`config.mk`:
```
export PLATFORM = sky130hd
export DESIGN_NAME = rr_arbiter4
export DESIGN_NICKNAME = d
export VERILOG_FILES = /design/src/rtl/rr_arbiter4.sv
export SDC_FILE = /design/constraint.sdc
export NUM_CORES = 1
export LEC_CHECK = 0
export CAP_MARGIN = 20
export CORE_ASPECT_RATIO = 1.1
export CORE_MARGIN = 5
export CORE_UTILIZATION = 50
export CTS_CLUSTER_SIZE = 12
export DETAILED_ROUTE_END_ITERATION = 7
export PLACE_DENSITY = 0.73
export SLEW_MARGIN = 20
export SYNTH_ARGS = -nofsm -noshare
export SYNTH_HDL_FRONTEND = slang
export SYNTH_SLANG_ARGS = --single-unit
export TNS_END_PERCENT = 10
```
`constraint.sdc`:
```
create_clock -name clk -period 5.2 [get_ports clk]
set_input_delay 0.52 -clock clk [delete_from_list [all_inputs] [get_ports clk]]
set_output_delay 0.52 -clock clk [all_outputs]
set_load 0.005 [all_outputs]
```
`src/rtl/rr_arbiter4.sv`:
```
// Four-requester round-robin arbiter with registered one-hot grant and grant-hold.
// Optional forced rotation after MAX_HOLD cycles when RR_HOLD_LIMIT_EN is defined.
module rr_arbiter4 #(
  parameter int MAX_HOLD = 8,
  parameter int CNT_W    = 8
) (
  input  logic       clk,
  input  logic       rst_n,
  input  logic [3:0] req,
  output logic [3:0] gnt_onehot,
  output logic       gnt_valid,
  output logic       gnt_new
);

  typedef enum logic {IDLE, GRANT} state_e;

  if (MAX_HOLD < 2 || MAX_HOLD > 255 || (2**CNT_W) <= MAX_HOLD) begin : g_bad_cfg
    $error("rr_arbiter4: illegal MAX_HOLD/CNT_W combination");
  end

  state_e     state_q;
  logic [1:0] ptr_q;
  logic [3:0] gnt_q;
  logic       gnt_valid_q;
  logic       gnt_new_q;
`ifdef RR_HOLD_LIMIT_EN
  logic [CNT_W-1:0] hold_cnt_q;
`endif

  // First set bit of r, scanning p, p+1, ... mod 4.
  function automatic logic [1:0] pick(input logic [3:0] r, input logic [1:0] p);
    logic [1:0] idx;
    pick = p;
    for (int k = 3; k >= 0; k--) begin
      idx = p + 2'(k);
      if (r[idx]) pick = idx;
    end
  endfunction

  function automatic logic [1:0] enc(input logic [3:0] oh);
    enc = 2'd0;
    for (int k = 0; k < 4; k++) if (oh[k]) enc = 2'(k);
  endfunction

  function automatic logic [3:0] onehot(input logic [1:0] i);
    onehot = 4'b0001 << i;
  endfunction

  logic [1:0] own, nptr, idle_w, hand_w;
  logic [3:0] others;

  always_comb begin
    own    = enc(gnt_q);
    nptr   = own + 2'd1;
    others = req & ~gnt_q;
    idle_w = pick(req, ptr_q);
    hand_w = pick(others, nptr);
  end

  always_ff @(posedge clk or negedge rst_n) begin
    if (!rst_n) begin
      state_q     <= IDLE;
      ptr_q       <= 2'd0;
      gnt_q       <= 4'b0000;
      gnt_valid_q <= 1'b0;
      gnt_new_q   <= 1'b0;
`ifdef RR_HOLD_LIMIT_EN
      hold_cnt_q  <= '0;
`endif
    end else begin
      gnt_new_q <= 1'b0;
      case (state_q)
        IDLE: begin
          if (|req) begin
            gnt_q       <= onehot(idle_w);
            gnt_valid_q <= 1'b1;
            gnt_new_q   <= 1'b1;
            state_q     <= GRANT;
`ifdef RR_HOLD_LIMIT_EN
            hold_cnt_q  <= CNT_W'(1);
`endif
          end
        end
        GRANT: begin
          if (!req[own]) begin
            // Release: owner drops to lowest priority, handoff without a bubble.
            ptr_q <= nptr;
            if (|others) begin
              gnt_q     <= onehot(hand_w);
              gnt_new_q <= 1'b1;
`ifdef RR_HOLD_LIMIT_EN
              hold_cnt_q <= CNT_W'(1);
`endif
            end else begin
              gnt_q       <= 4'b0000;
              gnt_valid_q <= 1'b0;
              state_q     <= IDLE;
            end
          end
`ifdef RR_HOLD_LIMIT_EN
          else if (hold_cnt_q == CNT_W'(MAX_HOLD) && |others) begin
            ptr_q      <= nptr;
            gnt_q      <= onehot(hand_w);
            gnt_new_q  <= 1'b1;
            hold_cnt_q <= CNT_W'(1);
          end else if (hold_cnt_q != CNT_W'(MAX_HOLD)) begin
            hold_cnt_q <= hold_cnt_q + CNT_W'(1);
          end
`endif
        end
        default: state_q <= IDLE;
      endcase
    end
  end

  assign gnt_onehot = gnt_q;
  assign gnt_valid  = gnt_valid_q;
  assign gnt_new    = gnt_new_q;

endmodule

```
Word-level counts from Yosys, hierarchy flattened --
Cells that the tools add are included.
Operators by class: add/sub/neg operators 7, multipliers 0, divide/modulo/power cells 0, order comparisons 9, equal/unequal tests 3, shifts and indexed selects 2, muxes and demuxes 43, bitwise gates (word level) 4, reductions and logical operators 5
Operators by type and width (count):
- $lt 2x3->1 const B | 9
- $mux 2 | 10
- $bmux 1 s2 | 9
- $mux 1 | 17
- $mux 4 | 3
- $add 2x2->2 const B | 4
- $pmux 4 s2 | 1
- $reduce_or 4->1 | 2
- $shl 1x2->4 const A | 2
- $add 2x1->2 const B | 3
- $ne 2x2->1 const B | 3
- $pmux 1 s2 | 3
- $and 4x4->4 | 1
- $not 4->4 | 1
- $reduce_and 2->1 | 2
- $reduce_and 3->1 | 1
- $not 1->1 | 2
Word-level totals: register bits 9, bits in latches 0, bits in writable memories 0, bits in read-only memories 0, output and inout port bits 6, memories kept 0

Depth between registers and ports, before layout --
word-level depth 15, gate-level depth with buffers 8, gate-level depth less buffers 5

Least setup slack after synthesis --
No wires, ideal clock.
kind input-to-reg, from in req[1], to reg gnt_q[3] (netlist: gnt_onehot[3]), library setup time 0.131 ns, data arrival time 1.885 ns, data required time 5.069 ns, slack 3.185 ns, cell stages on the path 7, path buffers 2, path through buf_2 -> or4_1 -> and2_1 -> buf_2 -> a211oi_2 -> nand4b_1 -> o22ai_1
On the way: word-level cells in the longest chain between the ends 11, elaborated cells between the ends (all ways) 38
Ends and longest elaborated chain:
- start: declaration | RTL line 9 | input logic [3:0] req,
- $and 4x4->4 | RTL line 55 | others = req & ~gnt_q;
- $bmux 1 s2 | RTL line 36 | if (r[idx]) pick = idx;
- $mux 1 (implied by the code) | RTL line 36
- $mux 2 (4 in series) | RTL line 36
- $shl 1x2->4 | RTL line 46 | onehot = 4'b0001 << i;
- $mux 4 | RTL line 88 | if (|others) begin
- $mux 4 | RTL line 85 | if (!req[own]) begin
- $pmux 4 s2 | RTL line 72 | case (state_q)
- end signal: assignment | RTL line 75 | gnt_q <= onehot(idle_w);
- end signal: assignment | RTL line 89 | gnt_q <= onehot(hand_w);
- end: declaration | RTL line 23 | logic [3:0] gnt_q;
Parallel ways exist; a longest one is shown, timed or not. The select of a mux whose other input is x is not followed. A chain may end at the register's enable or synchronous reset.

Worst setup path in the final report --
from in req[3], to reg gnt_q[1] (netlist: gnt_onehot[1])
Same word-level chain as after synthesis.

==> impl_metrics.json <==
{
  "die_area_sq_mm": 0.00278,
  "htree_levels": 1,
  "place_inst": 125,
  "synthAdderAreaFrac_pct": 0,
  "grt_overflow": 0,
  "synth-seq-cells": 9,
  "period_needed_ns": 2.44,
  "synth_top_family_by_area": "compound AO/OA/AOI/OAI gates",
  "required_ns": 5.35,
  "fin_util_pct": 57.5,
  "tritoncts": "done",
  "async_flop_share_pct": 100,
  "dp_hpwl_microns": 1570,
  "first_pass_iters": 4,
  "critPathArrivalTime_ns": 2.59,
  "antenna_found_initial": 0,
  "drt-met1-wl_microns": 1020,
  "synth_nets": 113,
  "cts_resized": 0,
  "power_density_mw_per_mm2": 618,
  "die_width_microns": 50.7,
  "stdcell_count": 129,
  "met2WireLength_microns": 1010,
  "yosys.area.top_type": "dfrtp_1",
  "start_util_pct": 51.7,
  "syn_area_per_cell_sq_um": 8.51,
  "vdd_drop_max_v": 0.000443,
  "synth-xor-area-share_pct": 2.88,
  "grt_max_degree": 21,
  "drcViolationCount": 0,
  "synth_cells": 107,
  "root_buffer": "clkbuf_4",
  "r2r_start": "gnt_onehot[3]",
  "clk_pin_slew_ns": 0.06,
  "synthSimpleGateAreaFrac_pct": 21.7,
  "routed_wl_microns": 2210,
  "end_kind": "register",
  "post_drt_wl_per_cell_microns": 17.1,
  "fin_worst_skew_ns": 0.00491,
  "core_area_sq_mm": 0.00176,
  "hold_viol_final": 0,
  "highest-signal-layer": "met4",
  "synth_flop_cell": "dfrtp_1",
  "place_area_sq_um": 986,
  "criticalPathCategory": "in2reg",
  "synth_top_area_share_pct": 24.7,
  "worst-path-max-fanout": 14,
  "max_freq_mhz": 410,
  "grt_pass1_vias": 801,
  "grt.total_usage_pct": 17.4,
  "clock_path_buffers": 2,
  "rsz0062_at_grt": "false",
  "yosysSeqAreaShare_pct": 24.7,
  "cts_setup_buffers": 0,
  "setup_tns_ns": 0,
  "std_cell_rows": 16,
  "start_kind": "input port",
  "timing.rr.end": "gnt_onehot[3]",
  "io-pin-count": 12,
  "via_per_inst": 6.65,
  "vias": 858,
  "ff2ff_setup_slack_ns": 3.05,
  "yosysWarnings": 0,
  "place.gp.congestion": 0.916,
  "area_delta_synth_final_pct": 11.1,
  "finalCritPeriodShare_pct": 46.9,
  "hp-start": "gnt_valid",
  "die_h_microns": 54.8,
  "grt_pass1_wl_microns": 3760,
  "cts_buffers": 3,
  "netlist_top_cells_area": "dfrtp_1, o41ai_2, nor2b_1",
  "setup_viol": 0,
  "fin_hold_ws_ns": 0.522,
  "synthMuxAreaShare_pct": 5.77,
  "synth_edf_count": 0,
  "drv_cap": 0,
  "cp-startpoint": "req[3]",
  "hold_buffers": 0,
  "status": "finished clean",
  "synth_compound_area_share_pct": 36.1,
  "clock_latency_ns": 0.25,
  "ys_types": 46,
  "reg2regPathDepth": 5,
  "max_slew.worst_pin.slew_ns": 0.654,
  "leakage_nw": 0.393,
  "hp-class": "reg2reg",
  "wl_met3_microns": 137,
  "netlist_area_sq_um": 911,
  "place.port_buffers": 11,
  "final_antenna_net_count": 0,
  "drive_above_1_share_pct": 10.8,
  "diodes": 0,
  "final_max_slew_viol_count": 0,
  "drt_iter0_drc": 27,
  "nets": 118,
  "endpoint": "gnt_onehot[1]",
  "max_slew_margin_pct": 55.9,
  "finalInstanceArea_sq_mm": 0.00101,
  "cts.sinks": 9
}
==> power breakdown <==
part	internal (mW)	total (mW)	switching, mW
Combinational	0.191	0.384	0.194
Sequential	0.104	0.190	0.0858
Clock	0.0294	0.0506	0.0212
==> per-layer routing <==
layer | GRT usage (%) | vias to the layer above
met5 | 0 | -
met4 | 6.38 | 0
met3 | 4.63 | 4
met2 | 26.9 | 37
met1 | 23.3 | 400
li1 | - | 417
==> synth_stat cells, types with 2 or more instances <==
cell type,instances
clkbuf_1,3
a211o_1,2
xor2_1,2
o2111ai_1,2
mux2i_1,3
a22oi_1,2
buf_2,7
o21ai_0,7
o221ai_1,2
o41ai_2,3
o311ai_0,2
dfrtp_1,9
and2_1,2
o22ai_1,2
mux2_2,2
a21oi_1,3
nor2b_1,7
nand2_1,7
nand3b_1,2
o21bai_1,2
inv_1,6
nor2_1,6
==> worst max-delay path: stages <==
cell             delay [ns]
clkdlybuf4s50_1        0.61
or4b_1                 0.59
a21oi_1                0.15
o311ai_1               0.17
xor2_1                 0.20
o41ai_2                0.34
==> how the worst min path moves through the flow <==
stage	depth (start not counted)	end	slack, ns
3_5_place_dp	1	gnt_valid	0.51
6_report	1	gnt_valid	0.52
5_1_grt	1	gnt_valid	0.55
2_1_floorplan	0	gnt_new	0.22
3_3_place_gp	1	gnt_valid	0.50
4_1_cts	1	gnt_valid	0.52
==> metrics by stage <==
step | setup WS, ns | total power [mW]
finish | 2.76 | 0.625
global route | 2.63 | 0.679
CTS | 2.79 | 0.623
detailed placement | 2.53 | 0.567
global placement | 2.59 | 0.560
floorplan | 3.18 | 0.470
==> state kept, by name, indices dropped and copies added, names as in the netlist <==
register and cells:
state_q 1, ptr_q 2, gnt_new 1, gnt_onehot 4, gnt_valid 1
==> final cells by class <==
type,instances,area (sq um)
fillers,155,749
multi-input cells,81,606
flip-flops and latches,9,225
repair buffers,11,110
clock buffers,4,26.3
inverters,6,22.5
well taps,18,22.5
==> cells in the final DEF (no fill, tap or decap), types with 2 or more instances in the layout <==
master | Yosys | layout
mux2i_1 | 3 | 3
o221ai_1 | 2 | 2
a211o_1 | 2 | 2
xor2_1 | 2 | 2
nor2b_1 | 7 | 7
nand3b_1 | 2 | 2
and2_1 | 2 | 2
o311ai_0 | 2 | 2
o21ai_0 | 7 | 7
inv_1 | 6 | 6
a22oi_1 | 2 | 2
a21oi_1 | 3 | 3
o41ai_2 | 3 | 3
clkdlybuf4s50_1 | 0 | 11
mux2_2 | 2 | 2
dfrtp_1 | 9 | 9
nand2_1 | 7 | 7
clkbuf_4 | 0 | 3
nor2_1 | 6 | 6
o22ai_1 | 2 | 2
o21bai_1 | 2 | 2
o2111ai_1 | 2 | 2
==> kinds of logic after synthesis <==
| group | Yosys count |
|---|---|
| AND/OR/NAND/NOR | 33 |
| multiplexers | 5 |
| XOR/XNOR | 3 |
| AO/OA/AOI/OAI | 40 |
| buffers and inverters | 17 |
| flip-flops | 9 |
(Power assumes the default switching activity.)
